===== src/rtl/mult32_seq_if.sv =====
// Start/done handshake and operand/product bus between the ALU control
// and the sequential 32x32 multiplier.
interface mult32_seq_if;
  logic        start;
  logic [31:0] multiplicand;
  logic [31:0] multiplier;
  logic        busy;
  logic        done;
  logic [63:0] product;

  // ALU control side: issues requests and reads back the product
  modport master (
    output start, multiplicand, multiplier,
    input  busy, done, product
  );

  // Multiplier side
  modport slave (
    input  start, multiplicand, multiplier,
    output busy, done, product
  );
endinterface


===== src/rtl/mult32_seq.sv =====
// Multi-cycle unsigned 32x32 shift-add multiplier. One 32-bit adder (add32)
// is reused once per iteration; the 64-bit product is {acc, q}.
//
// state | meaning
// ------+-------------------------------------------------------------
// IDLE  | waiting for start; product of the last operation is held
// RUN   | one shift-add iteration per cycle, 32 cycles total
// DONE  | one-cycle done pulse, product valid from this cycle on

// 32-bit ripple-style adder with carry in/out; the only 32-bit adder in the
// multiplier datapath.
module add32 (
  input  logic [31:0] a,
  input  logic [31:0] b,
  input  logic        c_in,
  output logic [31:0] r,
  output logic        c_out
);
  assign {c_out, r} = {1'b0, a} + {1'b0, b} + {32'd0, c_in};
endmodule

module mult32_seq #(
  parameter int WIDTH = 32,
  parameter int CNT_W = 6
) (
  input logic         clk,
  input logic         reset,
  mult32_seq_if.slave bus
);

  typedef enum logic [1:0] {
    IDLE = 2'd0,
    RUN  = 2'd1,
    DONE = 2'd2
  } state_t;

  state_t             state;
  logic [31:0]        mcand;
  logic [31:0]        acc;
  logic [31:0]        q;
  logic [CNT_W-1:0]   cnt;

  logic [31:0]        addend;
  logic [31:0]        sum;
  logic               carry;

  // The multiplicand is added only when the current multiplier bit is set.
  assign addend = q[0] ? mcand : 32'd0;

  add32 u_add32 (
    .a     (acc),
    .b     (addend),
    .c_in  (1'b0),
    .r     (sum),
    .c_out (carry)
  );

  // Sequencer and datapath registers; the carry-out lands in acc[31] on the
  // right shift, so no product bit is ever lost.
  always_ff @(posedge clk or posedge reset) begin
    if (reset) begin
      state <= IDLE;
      mcand <= '0;
      acc   <= '0;
      q     <= '0;
      cnt   <= '0;
    end else begin
      case (state)
        IDLE: begin
          if (bus.start) begin
            mcand <= bus.multiplicand;
            q     <= bus.multiplier;
            acc   <= '0;
            cnt   <= '0;
            state <= RUN;
          end
        end
        RUN: begin
          {acc, q} <= {carry, sum, q[31:1]};
          cnt      <= cnt + 1'b1;
          if (cnt == CNT_W'(WIDTH - 1)) begin
            state <= DONE;
          end
        end
        DONE: begin
          state <= IDLE;
        end
        default: begin
          // unused encoding recovers to IDLE
          state <= IDLE;
        end
      endcase
    end
  end

  assign bus.busy    = (state == RUN);
  assign bus.done    = (state == DONE);
  assign bus.product = {acc, q};

endmodule


===== src/flat_wrapper.sv =====
// flat-port wrapper written by rule: the top's interface ports become plain ports
module mult32_seq_flat 
#(
  parameter int WIDTH = 32,
  parameter int CNT_W = 6
)
  (clk, reset, bus_start, bus_multiplicand, bus_multiplier, bus_busy, bus_done, bus_product);
  mult32_seq_if bus_i ();
  input logic clk;
  input logic reset;
  input wire logic [$bits(bus_i.start)-1:0] bus_start;
  input wire logic [$bits(bus_i.multiplicand)-1:0] bus_multiplicand;
  input wire logic [$bits(bus_i.multiplier)-1:0] bus_multiplier;
  output wire logic [$bits(bus_i.busy)-1:0] bus_busy;
  output wire logic [$bits(bus_i.done)-1:0] bus_done;
  output wire logic [$bits(bus_i.product)-1:0] bus_product;
  assign bus_i.start = bus_start;
  assign bus_i.multiplicand = bus_multiplicand;
  assign bus_i.multiplier = bus_multiplier;
  assign bus_busy = bus_i.busy;
  assign bus_done = bus_i.done;
  assign bus_product = bus_i.product;
  mult32_seq #(.WIDTH(WIDTH), .CNT_W(CNT_W)) u_core (.clk(clk), .reset(reset), .bus(bus_i));
endmodule

===== config.mk =====
export PLATFORM = sky130hd
export DESIGN_NAME = mult32_seq_flat
export DESIGN_NICKNAME = d
export VERILOG_FILES = /design/src/rtl/mult32_seq_if.sv /design/src/rtl/mult32_seq.sv /design/src/flat_wrapper.sv
export SDC_FILE = /design/constraint.sdc
export NUM_CORES = 1
export LEC_CHECK = 0
export ABC_AREA = 1
export ABC_CLOCK_PERIOD_IN_PS = 5120
export CORE_ASPECT_RATIO = 1.2
export CORE_UTILIZATION = 30
export DETAILED_ROUTE_END_ITERATION = 6
export HOLD_SLACK_MARGIN = 0.05
export PLACE_DENSITY = 0.62
export SKIP_LAST_GASP = 1
export SYNTH_ARGS = -nofsm -noshare
export SYNTH_HDL_FRONTEND = slang
export SYNTH_SLANG_ARGS = --single-unit

===== constraint.sdc =====
create_clock -name clk -period 5.12 [get_ports clk]
set_input_delay 1.28 -clock clk [delete_from_list [all_inputs] [get_ports clk]]
set_output_delay 1.28 -clock clk [all_outputs]
set_load 0.02 [all_outputs]

[Word-level counts from Yosys, hierarchy flattened]
Index checks and enable logic that the tools add are counted.
Word-level totals
  output and inout port bits: 66
  register bits: 104
  bits in writable memories: 0
  memory bits (read-only): 0
  memories: 0
  bits in latches: 0
  bits of input ports: 67
  logic and storage cells: 27
Cells by class
  eq/ne operators: 5
  bitwise logic cells: 0
  magnitude comparators: 0
  reductions and logical operators: 5
  shift-type cells: 0
  $mul: 0
  muxes and demuxes: 10
  $add $sub $neg: 2
  divide/modulo/power cells: 0
Operators with widths (number)
  case mux 32 bit (2 select lines): 2
  2-to-1 mux 32 bit: 3
  adder 32 x 32 -> 33 bit: 1
  case mux 6 bit (2 select lines): 1
  adder 6 x 1 -> 6 bit, second input constant: 1
  == test 6 x 5 -> 1 bit, second input constant: 1
  2-to-1 mux 6 bit: 1
  AND reduction 2 bit: 3
  2-to-1 mux 2 bit: 2
  case mux 2 bit (2 select lines): 1
  == test 2 x 1 -> 1 bit, second input constant: 1
  == test 2 bit, second input constant: 1
  zero test 2 bit: 1
  inequality test 2 x 1 -> 1 bit, second input constant: 1
  inequality test 2 bit, second input constant: 1
  nonzero test 2 bit: 1

[Logic depth before layout (Yosys ltp)]
Gate-level depths: netlist (run 1).
  depth in word-level cells: 3
  mapped depth: 18
  mapped depth without buffers: 16

[By module]
Synthesis (run 1) repeated with hierarchy kept, for this count alone.
Second synthesis, totals
  cells, all modules: 1065
  area, all modules: 6946.7 sq um
Modules (own cells, without submodules)
  mult32_seq: seq. area each 2602.5 sq um, cells each 560, instances 1, area each 4553.1 sq um
  add32: seq. area each 0.0 sq um, cells each 505, instances 1, area each 2393.5 sq um

[Worst setup path after synthesis (run 1)]
No wires, ideal clock.
  path type: flip-flop to flip-flop
  from: register u_core.q[0]
  to: register u_core.acc[15]
  cell stages (with the launch flop): 18
  clock period less this slack: 2.496 ns
  arrival: 2.375 ns
  buffers on the path: 2
  library setup time: 0.121 ns
  required time: 4.999 ns
  setup slack: 2.624 ns
  cells stage by stage: dfrtp_1 clkbuf_1 clkbuf_1 nand2_1 inv_1 ha_1 inv_1 fa_1 inv_1 nand3_1 nand3_1 nand2_1 nand2_1 nand3_1 nand2_1 nand2_1 nand2_1 o21ai_1
On the way
  cells in the longest elaborated chain, start to end: 3
Ends and longest elaborated chain
  start, declared: line mult32_seq.sv:40  | logic [31:0] q;
  start signal, assigned: line mult32_seq.sv:72  | q <= bus.multiplier;
  start signal, assigned: line mult32_seq.sv:79  | {acc, q} <= {carry, sum, q[31:1]};
  2-to-1 mux 32 bit: line mult32_seq.sv:48  | assign addend = q[0] ? mcand : 32'd0;
  adder 32 x 32 -> 33 bit: line mult32_seq.sv:19  | assign {c_out, r} = {1'b0, a} + {1'b0, b} + {32'd0, c_in};
  case mux 32 bit (2 select lines): line mult32_seq.sv:68  | case (state)
  end signal, assigned: line mult32_seq.sv:79
  end, declared: line mult32_seq.sv:39  | logic [31:0] acc;
Every way passes these cells.
A chain may end at the register's enable or synchronous reset.

[Worst setup path after layout (run 1)]
  from: register u_core.state[0]
  to: output bus_busy
On the way
  cells in the longest elaborated chain, start to end: 1
Ends and longest elaborated chain
  start, declared: line mult32_seq.sv:37  | state_t state;
  start signal, assigned: line mult32_seq.sv:62  | state <= IDLE;
  start signal, assigned: line mult32_seq.sv:75  | state <= RUN;
  start signal, assigned: line mult32_seq.sv:82  | state <= DONE;
  == test 2 x 1 -> 1 bit: line mult32_seq.sv:96  | assign bus.busy = (state == RUN);
  end, declared: line flat_wrapper.sv:14  | output wire logic [$bits(bus_i.busy)-1:0] bus_busy;
Every way passes these cells.

==> flow_summary.json, run 1 <==
{
  "synth_area_um2": 6750,
  "yosys.area_share.adder_pct": 6.41,
  "numCtsBuffers": 9,
  "fin_nets": 1240,
  "core_area_um2": 21900,
  "grt_pass1_wl_um": 31700,
  "dp_hpwl_um": 14800,
  "syn_avg_cell_area_um2": 6.64,
  "synth-xor-area-share_pct": 0.519,
  "post_synth_num_cell_types": 35,
  "top_layer": "met4",
  "area_delta_synth_final_pct": 27.5,
  "startpoint_type": "register",
  "numPortBuffers": 132,
  "rrSetupSlack_ns": 2.18,
  "drt_iter0_drc": 394,
  "post_cts_buffers": 0,
  "critPathArrivalTime_ns": 2.09,
  "worstPathMaxFanout": 32,
  "violations": "design-rule violations",
  "grt_pass1_vias": 6309,
  "hold-path-endpoint": "u_core.mcand[17]",
  "drt-pass1-iter-count": 7,
  "drtAntennaViolNets": 0,
  "async_reset_ff_share_pct": 100,
  "antenna_found_initial": 0,
  "synth-edff-count": 0,
  "grt_use_total_pct": 17.2,
  "maxSlewHeadroom_pct": 29.1,
  "cts.clk_slew.worst_paths_ns": 0.07,
  "yosys-mux-area-fraction_pct": 0,
  "cts-root-buf": "clkbuf_16",
  "synth-simple-area-share_pct": 35.2,
  "startpoint": "u_core.state[0]",
  "dr_wl_met2_um": 9440,
  "synth_compound_area_share_pct": 8.34,
  "netlist_instances": 1017,
  "wl_met3_um": 1040,
  "via_count": 6514,
  "crit_path_end_kind": "primary output",
  "rsz0062_at_grt": "no",
  "grt_max_degree": 83,
  "slew_violations": 0,
  "drt_wl_total_um": 19500,
  "cts_hold_buffers": 0,
  "wl_per_cell_um": 13.8,
  "period_minus_slack_ns": 3.37,
  "min_from": "u_core.mcand[17]",
  "max-cap-violations": 0,
  "clockBufferDepth": 2,
  "hold_violations": 0,
  "design.die.area_um2": 23100,
  "gp_congestion": 0.879,
  "reg2reg_depth": 16,
  "critical_path_required_ns": 3.84,
  "yosysWarnings": 0,
  "power_density_nw_per_um2": 711,
  "io_pins": 133,
  "reg2reg_from": "u_core.q[0]",
  "cts_tree": "done",
  "synth_nets": 1118,
  "hold_class": "reg2reg",
  "die_h_um": 166,
  "num_antenna_cells": 0,
  "cts_max_level": 3,
  "status": "complete, but fails checks",
  "synth_top_family_by_area": "simple AND/OR/NAND/NOR gates",
  "initial_core_util_pct": 30.9,
  "rows": 59,
  "place_area_um2": 8340,
  "die_w_um": 139,
  "crit_type": "reg2out",
  "cts.sinks": 104,
  "max_freq_mhz": 296,
  "met1_length_um": 8700,
  "drc_errors": 1,
  "clock_skew_ns": 0.00461,
  "worst_slew_pin_slew_ns": 1.06,
  "p_leak_uw": 0.00472,
  "grt-ovfl-total": 0,
  "period_share_pct": 65.9,
  "ys_seq_area_share_pct": 38.5,
  "cts_resized": 0,
  "r2r-end": "u_core.acc[23]",
  "drive_gt1_share_pct": 4.20,
  "synth-main-ff-cell": "dfrtp_1",
  "clock_latency_ns": 0.35,
  "synth-seq-cells": 104,
  "setup_tns_ns": 0,
  "setup_viol": 0,
  "viasPerCell": 4.59,
  "ir_worst_vdd_mv": 0.342,
  "final_area_um2": 8610,
  "holdPathStages": 2
}
[critical path, stage by stage (launching register included)]
cell             delay (ns)
dfrtp_1                0.45
nand2_2                0.49
inv_4                  0.17
clkdlybuf4s50_1        0.62
[synthesized netlist by cell type (all sizes together) (3+ instances only)]
master  count  area share (%)
nor2       74             4.4
nand2     458              26
a22oi      17             1.9
o22ai      11             1.0
a21oi      28             2.1
nor3        5            0.37
nand3      46             3.6
o21ai      26             1.9
clkbuf     13            0.87
inv       162             9.0
o21bai      3            0.33
nand4       3            0.28
dfrtp     104              39
buf        14             1.1
o211ai      5            0.56
ha         33             6.1
nand3b      3            0.33
or2         3            0.28
[routing by layer]
| metal | track usage, % | vias to the layer above |
|---|---|---|
| li1 | - | 3372 |
| met1 | 21.0 | 2936 |
| met2 | 30.5 | 185 |
| met3 | 3.06 | 21 |
| met4 | 5.75 | 0 |
| met5 | 0 | - |
[layout by cell type, fill, tap and decap left out, types with 3 or more instances in the layout]
cell             synthesis  layout
nand4_1                  3       3
nand3b_1                 3       3
buf_4                    1       6
a21oi_1                 28      28
clkbuf_16                0       9
o21ai_1                 10      10
inv_1                  157     156
nand3_2                  3       3
o21ai_0                 16      16
nor2_4                   2       3
o211ai_1                 5       5
nor2_1                  69      69
nand2_1                446     446
nor3_1                   5       5
inv_2                    4       4
a22oi_1                 17      17
dfrtp_1                104     104
o22ai_1                 11      11
clkdlybuf4s50_1          0     132
nand3_1                 43      43
ha_1                    33      33
nand2_2                 12      12
o21bai_1                 3       3
[metrics by stage]
step                utilization [%]  total power [uW]  std cells  hold WS [ns]  setup slack (ns)
CTS                            39.4              6170       1418         0.477              1.71
detailed placement             38.2              5470       1402         0.459              1.73
floorplan                         -              4160       1017         0.442              1.11
global placement               38.2              5430       1402         0.455              1.77
finish                         39.4              6130       1418         0.474              1.75
global route                   39.4              6710       1418         0.495              1.61
[power by group]
| part | total, uW | switching, uW | internal [uW] |
|---|---|---|---|
| logic | 3860 | 2360 | 1490 |
| clock network | 670 | 334 | 336 |
| registers | 1600 | 352 | 1250 |
[logic make-up after synthesis]
logic type	count (synthesis)
AO/OA/AOI/OAI	94
XOR/XNOR	4
adder cells (fa/ha/maj)	34
buffers and inverters	189
flip-flops	104
AND/OR/NAND/NOR	592
[how the worst max path moves through the flow]
stage	to	cells after the start
after floorplan	u_core.acc[0]	1
after global placement	u_core.q[4]	7
after detailed placement	u_core.q[0]	7
after CTS	bus_busy	3
after global routing	bus_busy	3
final	bus_busy	3
[flip-flops by register name (all words and copies together), names as in the netlist]
name	flops
u_core.acc	32
u_core.mcand	32
u_core.q	32
u_core.cnt	6
u_core.state	2
[layout make-up]
class | count | area, um^2
clock buffer | 11 | 233
multi-input combinational | 724 | 3420
tap | 274 | 343
clock inverter | 5 | 40.0
inverter | 162 | 613
timing repair buffer | 138 | 1370
fill | 2314 | 13200
sequential | 104 | 2600
Note: power is estimated with default switching activity, not from simulation.
==> run 2, diff against run 1 <==
--- a/config.mk
+++ b/config.mk
@@ -6,7 +6,7 @@
 export NUM_CORES = 1
 export LEC_CHECK = 0
 export ABC_AREA = 1
-export ABC_CLOCK_PERIOD_IN_PS = 5120
+export ABC_CLOCK_PERIOD_IN_PS = 3480
 export CORE_ASPECT_RATIO = 1.2
 export CORE_UTILIZATION = 30
 export DETAILED_ROUTE_END_ITERATION = 6
==> constraint.sdc (replaced) <==
create_clock -name clk -period 3.48 [get_ports clk]
set_input_delay 0.87 -clock clk [delete_from_list [all_inputs] [get_ports clk]]
set_output_delay 0.87 -clock clk [all_outputs]
set_load 0.02 [all_outputs]
==> run 2 against run 1 <==
The run still ends with design-rule violations left. Hold slack worse by 0.0013 ns. Die area unchanged. First-iteration DRC count down 11%. Global-route usage up 0.22 points. Register-to-register slack worse by 1.3 ns. Non-clock buffer count up 3. Sequential share of layout area down 0.19 points. Clock power up 54%. Critical path type unchanged.
==> flow_summary.json, run 2 (same netlist as run 1, synthesis figures left out) <==
{
  "numPortBuffers": 132,
  "core_area_um2": 21900,
  "rsz0062_at_grt": "no",
  "grt_pass1_vias": 6224,
  "drc_errors": 1,
  "via_count": 6454,
  "clock_skew_ns": 0.00766,
  "numCtsBuffers": 9,
  "violations": "design-rule violations",
  "place_area_um2": 8380,
  "setup_viol": 0,
  "drive_gt1_share_pct": 4.62,
  "grt-ovfl-total": 0,
  "max_freq_mhz": 366,
  "die_w_um": 139,
  "crit_type": "reg2out",
  "slew_violations": 0,
  "total_power_uw": 9050,
  "clockBufferDepth": 2,
  "die_h_um": 166,
  "power_density_nw_per_um2": 1040,
  "ir_worst_vdd_mv": 0.453,
  "wl_per_cell_um": 13.7,
  "final_area_um2": 8670,
  "cts_tree": "done",
  "critical_path_required_ns": 2.61,
  "drt_iter0_drc": 349,
  "startpoint_type": "register",
  "worstPathMaxFanout": 25,
  "clock_latency_ns": 0.36,
  "critPathArrivalTime_ns": 1.86,
  "p_leak_uw": 0.00475,
  "drt-pass1-iter-count": 7,
  "drt_wl_total_um": 19500,
  "period_share_pct": 78.4,
  "io_pins": 133,
  "viasPerCell": 4.54,
  "cts.sinks": 104,
  "rrSetupSlack_ns": 0.89,
  "r2r-end": "u_core.acc[30]",
  "num_antenna_cells": 0,
  "maxSlewHeadroom_pct": 51.8,
  "final_common_cell": "nand2_1",
  "hold_class": "reg2reg",
  "cts_resized": 0,
  "status": "complete, but fails checks",
  "pre_cts_slack_ns": 0.664,
  "post_cts_buffers": 0,
  "hold_violations": 0,
  "max-cap-violations": 0,
  "design.die.area_um2": 23100,
  "grt_use_total_pct": 17.5,
  "fin_nets": 1243,
  "crit_end": "bus_busy",
  "reg2reg_from": "u_core.q[0]",
  "drtAntennaViolNets": 0,
  "gp_congestion": 0.902,
  "grt_max_degree": 45,
  "antenna_found_initial": 0,
  "worst_slew_pin_slew_ns": 0.722,
  "startpoint": "u_core.state[0]",
  "reg2reg_depth": 14,
  "area_delta_synth_final_pct": 28.3,
  "setup_tns_ns": 0,
  "cts_max_level": 3,
  "cts-root-buf": "clkbuf_16",
  "biggestRegsByFlops": "u_core.acc: 32 flops, u_core.mcand: 32 flops, u_core.q: 32 flops",
  "fin_ws_ns": 0.750,
  "period_minus_slack_ns": 2.73,
  "final_cell_mix": "nand2_1 (446), inv_1 (156), clkdlybuf4s50_1 (132), dfrtp_1 (104), nor2_1 (69)",
  "rows": 59,
  "fillers": 2312,
  "crit_path_end_kind": "primary output",
  "dp_hpwl_um": 15200,
  "cts_hold_buffers": 0,
  "cts.clk_slew.worst_paths_ns": 0.07,
  "grt_pass1_wl_um": 32100,
  "initial_core_util_pct": 30.9
}
==> run 2: cell count changes in the layout (fill, tap and decap cells not counted) <==
cell / before / now
clkinv_2: 1 / 2
inv_8: 1 / 0
buf_4: 6 / 8
clkinvlp_4: 2 / 1
clkbuf_8: 0 / 1
buf_12: 0 / 1
clkbuf_1: 2 / 0
clkinv_8: 0 / 1
inv_6: 1 / 2
clkinv_4: 0 / 1
inv_4: 2 / 1
==> run 2: how the worst min path moves through the flow <==
| stage | startpoint | slack (ns) | cells past startpoint | endpoint |
|---|---|---|---|---|
| 6_report | u_core.mcand[21] | 0.47 | 2 | u_core.mcand[21] |
| 2_1_floorplan | u_core.mcand[12] | 0.44 | 2 | u_core.mcand[12] |
| 5_1_grt | u_core.mcand[0] | 0.49 | 2 | u_core.mcand[0] |
| 3_3_place_gp | u_core.mcand[30] | 0.45 | 2 | u_core.mcand[30] |
| 4_1_cts | u_core.mcand[0] | 0.48 | 2 | u_core.mcand[0] |
| 3_5_place_dp | u_core.mcand[27] | 0.46 | 2 | u_core.mcand[27] |
==> run 2: metal layers <==
layer | part of all wire, % | vias up | global-route usage (%)
li1 | - | 3379 | -
met1 | 44 | 2896 | 21.8
met2 | 48 | 158 | 29.8
met3 | 5.2 | 21 | 2.85
met4 | 2.4 | 0 | 7.20
met5 | 0 | - | 0
==> run 2: power by group <==
part / total [uW] / switching (uW) / internal (uW)
sequential: 2350 / 510 / 1840
combinational: 5670 / 3470 / 2200
clock: 1030 / 509 / 516
total: 9050 / 4490 / 4560
==> run 2: critical path: stages (launching register included) <==
cell and delay, ns:
dfrtp_1 0.44, nand2_2 0.10, inv_4 0.27, clkdlybuf4s50_1 0.67
==> run 2: stage by stage <==
| step | hold WS (ns) | util (%) | instances |
|---|---|---|---|
| 2_1_floorplan | 0.442 | - | 1017 |
| 3_3_place_gp | 0.454 | 38.3 | 1405 |
| 3_5_place_dp | 0.458 | 38.3 | 1405 |
| 4_1_cts | 0.477 | 39.7 | 1421 |
| 5_1_grt | 0.494 | 39.7 | 1421 |
| 6_report | 0.473 | 39.7 | 1421 |
==> run 2: cell type report <==
class,instances,area [um^2],share of cell area [%]
sequential,104,2600,30.0
tap,274,343,3.95
clock inverter,6,52.6,0.606
multi-input combinational,724,3420,39.4
timing repair buffer,141,1400,16.2
inverter,162,614,7.09
clock buffer,10,239,2.76
==> run 3, diff against run 2 <==
--- a/config.mk
+++ b/config.mk
@@ -6,12 +6,12 @@
 export NUM_CORES = 1
 export LEC_CHECK = 0
 export ABC_AREA = 1
-export ABC_CLOCK_PERIOD_IN_PS = 3480
+export ABC_CLOCK_PERIOD_IN_PS = 2400
 export CORE_ASPECT_RATIO = 1.2
 export CORE_UTILIZATION = 30
 export DETAILED_ROUTE_END_ITERATION = 6
 export HOLD_SLACK_MARGIN = 0.05
-export PLACE_DENSITY = 0.62
+export PLACE_DENSITY = 0.64
 export SKIP_LAST_GASP = 1
 export SYNTH_ARGS = -nofsm -noshare
 export SYNTH_HDL_FRONTEND = slang
==> constraint.sdc (replaced) <==
create_clock -name clk -period 2.4 [get_ports clk]
set_input_delay 0.6 -clock clk [delete_from_list [all_inputs] [get_ports clk]]
set_output_delay 0.6 -clock clk [all_outputs]
set_load 0.02 [all_outputs]
==> run 3 against run 2 <==
The flow still finishes with violations (design-rule violations). Global-route usage grew 0.84 points. Combinational power grew 50%. Utilization grew 0.66 points. Via count grew 1.0%. Clock skew grew 0.0041 ns. Sequential power grew 45%. Register-to-register slack lost 0.73 ns. Critical endpoint is now u_core.acc[24].
==> flow_summary.json, run 3 (same netlist as run 1, synthesis figures left out) <==
{
  "grtUsageMet3_pct": 2.85,
  "via_count": 6519,
  "maxSlewHeadroom_pct": 50.9,
  "switching_share_pct": 49.0,
  "drtAntennaViolNets": 0,
  "power.internal_uw": 6850,
  "setup_viol": 0,
  "max-cap-violations": 0,
  "grt.met2_usage_pct": 31.7,
  "layout.area.seq_um2": 2600,
  "setup_tns_ns": 0,
  "hold_class": "reg2reg",
  "gp_congestion": 0.895,
  "design.die.area_um2": 23100,
  "grt_busiest_layer": "met2",
  "slew_violations": 0,
  "grt_pass1_wl_um": 33800,
  "drt_iter0_drc": 222,
  "drive_gt1_share_pct": 5.72,
  "critical_path_required_ns": 2.65,
  "worstPathMaxFanout": 31,
  "final_cell_mix": "nand2_1 (446), inv_1 (156), clkdlybuf4s50_1 (131), dfrtp_1 (104), nor2_1 (66)",
  "clock_latency_ns": 0.36,
  "clock_skew_ns": 0.0118,
  "cts.clk_slew.worst_paths_ns": 0.07,
  "period_minus_slack_ns": 2.24,
  "dp_hpwl_um": 15600,
  "cts_max_level": 3,
  "grt_pass1_vias": 6675,
  "wl_per_cell_um": 14.1,
  "grt_use_total_pct": 18.3,
  "drc_errors": 1,
  "fillers": 2323,
  "power_frac_comb_pct": 63.1,
  "clockBufferDepth": 2,
  "multi_input_area_um2": 3470,
  "antenna_found_initial": 0,
  "numPortBuffers": 132,
  "sequentialPowerShare_pct": 25.4,
  "max_freq_mhz": 446,
  "grt-ovfl-total": 0,
  "fin_nets": 1250,
  "worst_slew_pin_slew_ns": 0.736,
  "cts-root-buf": "clkbuf_16",
  "startpoint_type": "register",
  "p_sw_uw": 6590,
  "initial_core_util_pct": 30.9,
  "p_leak_uw": 0.00478,
  "drt-pass1-iter-count": 7,
  "crit_type": "reg2reg",
  "clkPwrFrac_pct": 11.5,
  "period_share_pct": 93.4,
  "rsz0062_at_grt": "yes",
  "biggestRegsByFlops": "u_core.acc: 32 flops, u_core.mcand: 32 flops, u_core.q: 32 flops",
  "power_density_nw_per_um2": 1530,
  "crit_path_end_kind": "register",
  "numCtsBuffers": 9,
  "cts_hold_buffers": 0,
  "ir_worst_vdd_mv": 0.726,
  "hold_violations": 0,
  "place_area_um2": 8460,
  "area_delta_synth_final_pct": 30.5,
  "cts.sinks": 104,
  "rows": 59,
  "final_area_um2": 8810,
  "violations": "design-rule violations",
  "cts_tree": "done",
  "viasPerCell": 4.57,
  "final_common_cell": "nand2_1",
  "met1_usage_pct": 22.6,
  "drt_wl_total_um": 20200,
  "core_area_um2": 21900,
  "status": "complete, but fails checks",
  "num_antenna_cells": 0,
  "die_w_um": 139,
  "die_h_um": 166,
  "critPathArrivalTime_ns": 2.49,
  "grt_max_degree": 43,
  "io_pins": 133
}
-- run 3: cell count changes in the layout (fill, tap and decap cells not counted), moves of 3 or more --
cell	before	now
ha_1	33	28
buf_12	1	4
nor2_1	69	66
ha_4	0	3
buf_4	8	12
nor2_2	2	5
-- run 3: power by group through the flow --
stage	registers [uW]	clock network (uW)	logic, uW
after floorplan	3870	0	5000
after global placement	3460	0	8290
after detailed placement	3440	0	8390
after CTS	3430	1580	8420
after global routing	3540	1620	9580
final	3410	1550	8480
-- run 3: area by class of cell --
| type | instances | share of cell area, % |
|---|---|---|
| multi-input combinational | 724 | 39.3 |
| sequential | 104 | 29.5 |
| timing repair buffer | 148 | 16.9 |
| inverter | 162 | 6.97 |
| tap | 274 | 3.89 |
| clock buffer | 11 | 2.64 |
| clock inverter | 5 | 0.738 |
-- run 3: critical path, stage by stage (launching register included) --
cell and delay [ns]:
dfrtp_1 0.42, buf_12 0.18, nand2_1 0.07, inv_1 0.04
ha_1 0.39, nand2_1 0.15, nor2_1 0.26, nand2_1 0.12
nor2_1 0.11, nand2_1 0.10, nand3_1 0.09, nand2_1 0.05
nand3_1 0.09, nand2_1 0.05
-- run 3: path summary, 6_finish.rpt --
kind	start	end	slack (ns)	depth (start not counted)
max	u_core.q[0]	u_core.acc[24]	0.16	13
min	u_core.mcand[21]	u_core.mcand[21]	0.47	2
max reg2reg	u_core.q[0]	u_core.acc[24]	0.16	13
min reg2reg	u_core.mcand[21]	u_core.mcand[21]	0.47	2
max in group asynchronous	reset	u_core.cnt[3]	1.22	3
min in group asynchronous	reset	u_core.mcand[0]	0.62	2
-- run 3: repair_timing --
item | 4_1_cts | 5_1_grt
pin swaps | 0 | 1
resized for setup | 1 | 8
endpoints found under the setup margin | 1 | 9
setup buffers | 0 | 1
-- run 3: routing by layer --
| layer | wire length [um] | share of wire, % |
|---|---|---|
| met3 | 906 | 4.5 |
| met5 | 0 | 0 |
| met1 | 8970 | 44 |
| met2 | 9800 | 49 |
| met4 | 490 | 2.4 |
-- run 3: metrics by stage --
step | cells | total power (uW) | util, % | setup slack, ns | hold WS, ns
floorplan | 1017 | 8870 | - | 0.0425 | 0.442
global placement | 1411 | 11800 | 38.7 | 0.111 | 0.454
detailed placement | 1411 | 11800 | 38.7 | 0.0717 | 0.458
CTS | 1427 | 13400 | 40.1 | 0.0815 | 0.476
global route | 1428 | 14700 | 40.3 | -0.0107 | 0.489
finish | 1428 | 13400 | 40.3 | 0.160 | 0.472
